===== src/rtl/switch_cfg_tx.sv =====
// rtl/switch_cfg_tx.sv - credit-gated switch route-entry config flit transmitter with request FIFO
// Optional broadcast expansion of dest 5'h1F is enabled by defining SWITCH_CFG_TX_BCAST_EN.
module switch_cfg_tx #(
    parameter int NODE        = 1,
    parameter int FIFO_DEPTH  = 4,
    parameter int CREDITS     = 4,
    parameter int TOTAL_NODES = 4
) (
    input  logic        clk,
    input  logic        rst,
    input  logic        cfg_valid,
    output logic        cfg_ready,
    input  logic [4:0]  cfg_dest,
    input  logic [7:0]  cfg_addr,
    input  logic [14:0] cfg_data,
    output logic        out_valid,
    input  logic        out_ready,
    output logic [3:0]  out_id,
    output logic [4:0]  out_req,
    output logic [31:0] out_payload,
    input  logic        credit_return,
    output logic        busy
);
    localparam int          AW             = $clog2(FIFO_DEPTH);
    localparam logic [AW:0] FULL_COUNT     = (AW+1)'(FIFO_DEPTH);
    localparam logic [3:0]  CRED_MAX       = 4'(CREDITS);
    localparam logic [4:0]  LAST_NODE      = 5'(TOTAL_NODES - 1);
    localparam logic [3:0]  FMT_SWITCH_CFG = 4'h5;
`ifdef SWITCH_CFG_TX_BCAST_EN
    localparam bit BCAST_EN = 1'b1;
`else
    localparam bit BCAST_EN = 1'b0;
`endif

    typedef enum logic [1:0] {IDLE, LOAD, SEND} state_t;

    state_t            state_q, state_d;
    logic [27:0]       mem_q [FIFO_DEPTH];
    logic [AW-1:0]     wr_ptr_q, rd_ptr_q;
    logic [AW:0]       count_q;
    logic [3:0]        credits_q;
    logic [3:0]        id_q;
    logic [31:0]       payload_q;
    logic [4:0]        bidx_q;
    logic              push, pop, load, flit_accept, pending, is_bcast, last;
    logic [4:0]        head_dest, flit_dest;
    logic [7:0]        head_addr;
    logic [14:0]       head_data;

    assign cfg_ready   = (count_q != FULL_COUNT);
    assign push        = cfg_valid && cfg_ready;
    assign pending     = (count_q != '0) || push;
    assign {head_dest, head_addr, head_data} = mem_q[rd_ptr_q];

    // A broadcast entry stays at the FIFO head until its last expanded flit is loaded.
    assign is_bcast  = BCAST_EN && (head_dest == 5'h1F);
    assign flit_dest = is_bcast ? bidx_q : head_dest;
    assign last      = !is_bcast || (bidx_q == LAST_NODE);

    always_ff @(posedge clk) begin
        if (rst) state_q <= IDLE;
        else     state_q <= state_d;
    end

    always_comb begin
        state_d = state_q;
        case (state_q)
            IDLE: if (pending) state_d = LOAD;
            LOAD: if (credits_q != '0) state_d = SEND;
            SEND: if (out_ready) state_d = pending ? LOAD : IDLE;
            default: state_d = IDLE;
        endcase
    end

    always_comb begin
        out_valid   = (state_q == SEND);
        load        = (state_q == LOAD) && (credits_q != '0);
        pop         = load && last;
        flit_accept = out_valid && out_ready;
    end

    always_ff @(posedge clk) begin
        if (push) mem_q[wr_ptr_q] <= {cfg_dest, cfg_addr, cfg_data};
    end

    always_ff @(posedge clk) begin
        if (rst) begin
            wr_ptr_q <= '0;
            rd_ptr_q <= '0;
            count_q  <= '0;
        end else begin
            if (push) wr_ptr_q <= wr_ptr_q + 1'b1;
            if (pop)  rd_ptr_q <= rd_ptr_q + 1'b1;
            if (push && !pop)      count_q <= count_q + 1'b1;
            else if (pop && !push) count_q <= count_q - 1'b1;
        end
    end

    always_ff @(posedge clk) begin
        if (rst) begin
            credits_q <= CRED_MAX;
        end else if (load && !credit_return) begin
            credits_q <= credits_q - 1'b1;
        end else if (!load && credit_return && credits_q < CRED_MAX) begin
            credits_q <= credits_q + 1'b1;
        end
    end

    always_ff @(posedge clk) begin
        if (rst) begin
            payload_q <= '0;
            bidx_q    <= '0;
            id_q      <= '0;
        end else begin
            if (load) begin
                payload_q <= {FMT_SWITCH_CFG, flit_dest, head_data[14:7], head_addr, head_data[6:0]};
                bidx_q    <= last ? 5'd0 : bidx_q + 5'd1;
            end
            if (flit_accept) id_q <= id_q + 4'd1;
        end
    end

    assign out_id      = id_q;
    assign out_req     = 5'(NODE);
    assign out_payload = payload_q;
    assign busy        = (count_q != '0) || out_valid;
endmodule


===== config.mk =====
export PLATFORM = sky130hd
export DESIGN_NAME = switch_cfg_tx
export DESIGN_NICKNAME = d
export VERILOG_FILES = /design/src/rtl/switch_cfg_tx.sv
export SDC_FILE = /design/constraint.sdc
export NUM_CORES = 1
export LEC_CHECK = 0
export CAP_MARGIN = 40
export CORE_MARGIN = 2
export CORE_UTILIZATION = 45
export DETAILED_ROUTE_END_ITERATION = 8
export GPL_TIMING_DRIVEN = 0
export PLACE_DENSITY_LB_ADDON = 0.15
export SLEW_MARGIN = 20
export SYNTH_ARGS = -nofsm -noshare
export SYNTH_HDL_FRONTEND = slang
export SYNTH_SLANG_ARGS = --single-unit

===== constraint.sdc =====
create_clock -name clk -period 2.9 [get_ports clk]
set_input_delay 0.725 -clock clk [delete_from_list [all_inputs] [get_ports clk]]
set_output_delay 0.725 -clock clk [all_outputs]
set_load 0.01 [all_outputs]

== Word-level counts from Yosys, hierarchy flattened ==
Memories as Yosys holds them, arrays and structs flattened. A register that Yosys moved wholly into a read port is not among the register bits.
Index checks and enable logic that the tools add are counted.

* Memory bits (writable): 112
* Memories: 1
* Register bits after elaboration: 46
* Output and inout port bits: 44
* Logic and storage cells: 52

{| class="wikitable"
|+ Memories
! name !! depth !! bits a word !! read ports !! clocked after Yosys merged registers in !! wr ports !! RTL line !! text
|-
| mem_q || 4 || 28 || 1 || 1 || 1 || 38 || <nowiki>logic [27:0] mem_q [FIFO_DEPTH];</nowiki>
|}

* Reduce and logical (&&, ||, !) cells: 19
* Equality and inequality tests: 6
* Mux-type cells: 11
* Add/sub/neg operators: 7
* $lt $le $gt $ge: 1

{| class="wikitable"
|+ Operators by type and width
! kind !! count
|-
| adder 4 x 1 -> 4 bit, second input constant || 2
|-
| logical AND 1 bit || 8
|-
| 2-to-1 mux 4 bit || 2
|-
| 2-to-1 mux 2 bit || 3
|-
| 2-to-1 mux 3 bit || 2
|-
| one-hot mux 2 bit (3 select lines) || 1
|-
| adder 2 x 1 -> 2 bit, second input constant || 2
|-
| < comparator 4 x 3 -> 1 bit, second input constant || 1
|-
| != test 2 bit, second input constant || 2
|-
| nonzero test 2 bit || 2
|-
| nonzero test 4 bit || 1
|-
| subtractor 4 x 1 -> 4 bit, second input constant || 1
|-
| adder 3 x 1 -> 3 bit, second input constant || 1
|-
| logical NOT 1 bit || 3
|-
| 2-to-1 mux 1 bit || 3
|-
| != test 3 bit, second input constant || 1
|-
| AND reduction 3 bit || 1
|-
| nonzero test 3 bit || 1
|-
| subtractor 3 x 1 -> 3 bit, second input constant || 1
|-
| equality test 2 x 1 -> 1 bit, second input constant || 1
|-
| equality test 2 bit, second input constant || 1
|-
| logical NOT 2 bit || 1
|-
| logical OR 1 bit || 2
|-
| != test 2 x 1 -> 1 bit, second input constant || 1
|}

== Longest topological paths before layout ==
Gate-level depths: netlist of run 1.

* Depth in word-level cells: 7
* Depth in mapped cells: 10
* Gate-level depth less buffers: 9

== Worst setup path after synthesis of run 1 ==
Ideal clock, no wire load.

* Path type: input port to flip-flop
* Start: input cfg_valid
* End: register count_q[2]
* Setup time: 0.070 ns
* Cell stages on the path: 8
* Arrival: 2.315 ns
* Slack: 0.515 ns
* Cell sequence: inv_1 -> a21oi_1 -> ha_1 -> inv_1 -> fa_1 -> xor2_1 -> or3_1 -> a21oi_1

* Longest elaborated chain between the ends: 4
* Elaborated cells on any way between the ends: 6

{| class="wikitable"
|+ RTL lines
! item !! RTL line !! text
|-
| from (decl) || 11 || <nowiki>input logic cfg_valid,</nowiki>
|-
| logical AND 1 bit * || 51 || <nowiki>assign push = cfg_valid && cfg_ready;</nowiki>
|-
| named net push || 45 || <nowiki>logic push, pop, load, flit_accept, pending, is_bcast, last;</nowiki>
|-
| logical NOT 1 bit || 95 || <nowiki>else if (pop && !push) count_q <= count_q - 1'b1;</nowiki>
|-
| logical AND 1 bit || 95 ||
|-
| nonzero test 2 bit (no source line) || -- ||
|-
| to (signal assigned) || 94 || <nowiki>if (push && !pop) count_q <= count_q + 1'b1;</nowiki>
|-
| to (signal assigned) || 95 ||
|-
| to (decl) || 40 || <nowiki>logic [AW:0] count_q;</nowiki>
|}

The timed path passes the listed nets; every way through them passes the cells marked *.
A chain may end at the register's enable or synchronous reset.

== Worst setup path after layout of run 1 ==
Same ends and word-level chain as after synthesis.

==> qor.yml, run 1 <==
logic_synthesis:
  synth-seq-area-share_pct: 71.3
  synth_cell_type_count: 38
  yosys_warnings: 0
  synth_area_um2: 6010
  syn_inst: 390
  avgSynthCellArea_um2: 15.4
  ys_seq_elements: 158
sta:
  rsz0062_at_grt: "no"
  finalCritPeriodShare_pct: 91.4
  fmax_mhz: 377
  maxSlewViolCount: 0
  timing.hold.ws_ns: 0.453
  clock_skew_ns: 0.00536
  finalSetupViolations: 0
  layout_min_cycle_time_ns: 2.65
  relSlewSlack_pct: 54.5
  setup-tns-final_ns: 0
  tightest_slew_ns: 0.683
  hold_violations: 0
setup_path:
  start_kind: "input port"
  worstPathMaxFanout: 7
  crit_family: "adder cells"
  critical_path_arrival_ns: 3.00
  crit_path_end_kind: "flip-flop"
  path_buf_inv: 3
  path_cells: "clkdlybuf4s50_1 > inv_1 > a21oi_1 > ha_1 > inv_1 > fa_1 > xor2_1 > or3_1 > a21oi_1"
  slowest_stage: "clkdlybuf4s50_1"
  required_ns: 3.25
  cpPeakStageDelay_ns: 0.45
  path_class: "in -> reg"
clocking:
  clock-sinks: 158
  numCtsBuffers: 17
  clock-root-buffer: "clkbuf_16"
  cts_setup_buffers: 0
  clk_latency_ns: 0.42
  cts_buffer_depth: 2
  cts_tree: "yes"
  htreeDepth: 4
  cts_resized: 0
  cts_hold_buf: 0
  clkTransAtPathRegs_ns: 0.06
floorplanning:
  start_util_pct: 45.8
  fp.dieArea_um2: 14300
  die_x_um: 120
  coreArea_um2: 13100
  io_pins: 77
  dieHeight_um: 120
  rows: 42
global_route:
  gr-total-overflow: 0
  grt_start_max_net_pins: 17
  grt_usage_pct: 16.7
  grt_pass1_vias: 3406
  antenna_found_initial: 0
  grt_pass1_wl_um: 17700
power:
  p_leak_uw: 0.00263
  ir_drop_uv: 423
  power_frac_clock_pct: 34.0
  seqPwrFrac_pct: 40.8
  finalPower_uw: 7280
  sw_frac_of_total_pct: 26.9
  power.density_nw_per_um2: 943
  p_switching_uw: 1960
  combPwrFrac_pct: 25.2
  internal_power_uw: 5330
placed_design:
  port_buffers: 69
  dp_hpwl_um: 7130
  gp_congestion: 0.836
route:
  route.detailed.drc: 0
  viasPerCell: 5.06
  detail_route.iter0.violations: 238
  dr.pass1.iters: 4
  drt-total-wl_um: 11300
  ant_nets: 0
  vias: 3421
  wl_per_cell_um: 16.7
final_layout:
  area_growth_pct: 28.4
  drive_above_1_share_pct: 17.8
  finish.utilization_pct: 58.8
  final_nets: 528
  antennaDiodeCount: 0
min_path:
  hold_path.class: "reg -> reg"
outcome:
  status: "complete, no violations"
run:
  cap_violations: 0
[sequential cells by signal, summed over array words and instances (netlist names)]
signal	count
count_q	3
credits_q	4
mem_q	112
out_id	4
out_payload	29
rd_ptr_q	2
state_q	2
wr_ptr_q	2
[cell usage after synthesis]
| library cell | count | area (um^2) |
|---|---|---|
| a211o_1 | 1 | 8.76 |
| buf_4 | 8 | 60.1 |
| clkbuf_1 | 8 | 30.0 |
| inv_1 | 7 | 26.3 |
| a21oi_1 | 37 | 185 |
| nand3_1 | 5 | 25.0 |
| dfxtp_1 | 46 | 921 |
| and2_1 | 4 | 25.0 |
| nor3_1 | 3 | 15.0 |
| a21oi_2 | 1 | 8.76 |
| nand2_1 | 62 | 233 |
| fa_1 | 1 | 20.0 |
| inv_2 | 1 | 3.75 |
| nor2_1 | 16 | 60.1 |
| nor4_1 | 1 | 6.26 |
| ha_1 | 7 | 87.6 |
| nand2b_1 | 3 | 18.8 |
| nor2b_1 | 1 | 6.26 |
| mux4_2 | 28 | 631 |
| nor3b_2 | 1 | 12.5 |
| buf_2 | 9 | 45.0 |
| and2b_1 | 1 | 7.51 |
| a21boi_1 | 1 | 7.51 |
| o21ai_0 | 1 | 5.00 |
| edfxtp_1 | 112 | 3360 |
| a311oi_1 | 2 | 17.5 |
| a2bb2oi_2 | 1 | 15.0 |
| mux2i_1 | 2 | 20.0 |
| or3_1 | 3 | 18.8 |
| conb_1 | 2 | 7.51 |
| o211ai_1 | 1 | 7.51 |
| o211a_1 | 1 | 10.0 |
| or3b_4 | 1 | 11.3 |
| xnor2_1 | 2 | 17.5 |
| o21ai_1 | 3 | 15.0 |
| or4_1 | 1 | 7.51 |
| o32ai_1 | 1 | 8.76 |
| xor2_1 | 5 | 43.8 |
[power by group through the flow]
stage / clock network [uW] / registers [uW] / logic, uW
2_1_floorplan: 0 / 3030 / 1110
3_3_place_gp: 0 / 3000 / 1780
3_5_place_dp: 0 / 3010 / 1870
4_1_cts: 2520 / 2970 / 1880
5_1_grt: 2600 / 3010 / 2020
6_report: 2480 / 2970 / 1840
[worst reg2reg max path, cell delays in order, from the launching register on]
cell and delay [ns]:
dfxtp_1 0.39, nor4_1 0.38, nor2_1 0.18, inv_2 0.09, buf_2 0.25, ha_1 0.23, inv_1 0.06, fa_1 0.37
xor2_1 0.16, or3_1 0.31, a21oi_1 0.14
[path summary, 6_finish.rpt]
kind	start	endpoint	slack (ns)	cells past startpoint
worst max-delay path	cfg_valid	count_q[2]	0.25	9
worst min-delay path	out_payload[17]	out_payload[17]	0.45	2
worst max register to register	credits_q[1]	count_q[2]	0.27	10
worst min register to register	out_payload[17]	out_payload[17]	0.45	2
[layer usage]
| metal | vias to the layer above | GRT usage [%] | wire length [um] | share of wire [%] |
|---|---|---|---|---|
| met2 | 81 | 27.3 | 5670 | 50 |
| met1 | 1696 | 21.1 | 4910 | 43 |
| met5 | - | 0 | 0 | 0 |
| met4 | 0 | 7.87 | 276 | 2.4 |
| li1 | 1627 | - | - | - |
| met3 | 17 | 4.09 | 458 | 4.0 |
[cell families after synthesis]
family	count (synthesis)	share of synthesized area (%)
flops	158	71.3
xor+xnor	7	1.02
compound gates	50	4.81
buf+inv	33	2.75
mux	30	10.8
other cells	2	0.125
simple gates	102	7.43
fa+ha+maj	8	1.79
[per-stage QoR]
step	setup slack, ns	cell area [um^2]	cells
final	0.251	7720	676
after global routing	0.0917	7720	676
after CTS	0.243	7720	676
after detailed placement	-0.177	7060	644
after global placement	-0.530	6940	640
after floorplan	0.515	6030	395
[cells in the final DEF, fill, tap and decap left out, drive strengths merged, types with 7 or more instances in the layout]
cell type        n
edfxtp         112
clkdlybuf4s50   69
nand2           62
dfxtp           46
a21oi           38
mux4            28
clkbuf          25
buf             21
nor2            16
inv             10
ha               7
conb             7
[layout make-up]
type	instances	area [um^2]
Multi-Input combinational cell	204	1590
Timing Repair Buffer	73	801
Inverter	8	30.0
Tap cell	176	220
Buffer	25	135
Clock inverter	15	240
Sequential cell	158	4280
Fill cell	1040	5420
Clock buffer	17	425
Note: power is estimated with default switching activity, not from simulation.
==> run 2: changes to the inputs <==
Settings changed: CTS_CLUSTER_DIAMETER set to 100.
==> results of run 2 <==
Final layout, timing and power as in run 1 (identical DEF).
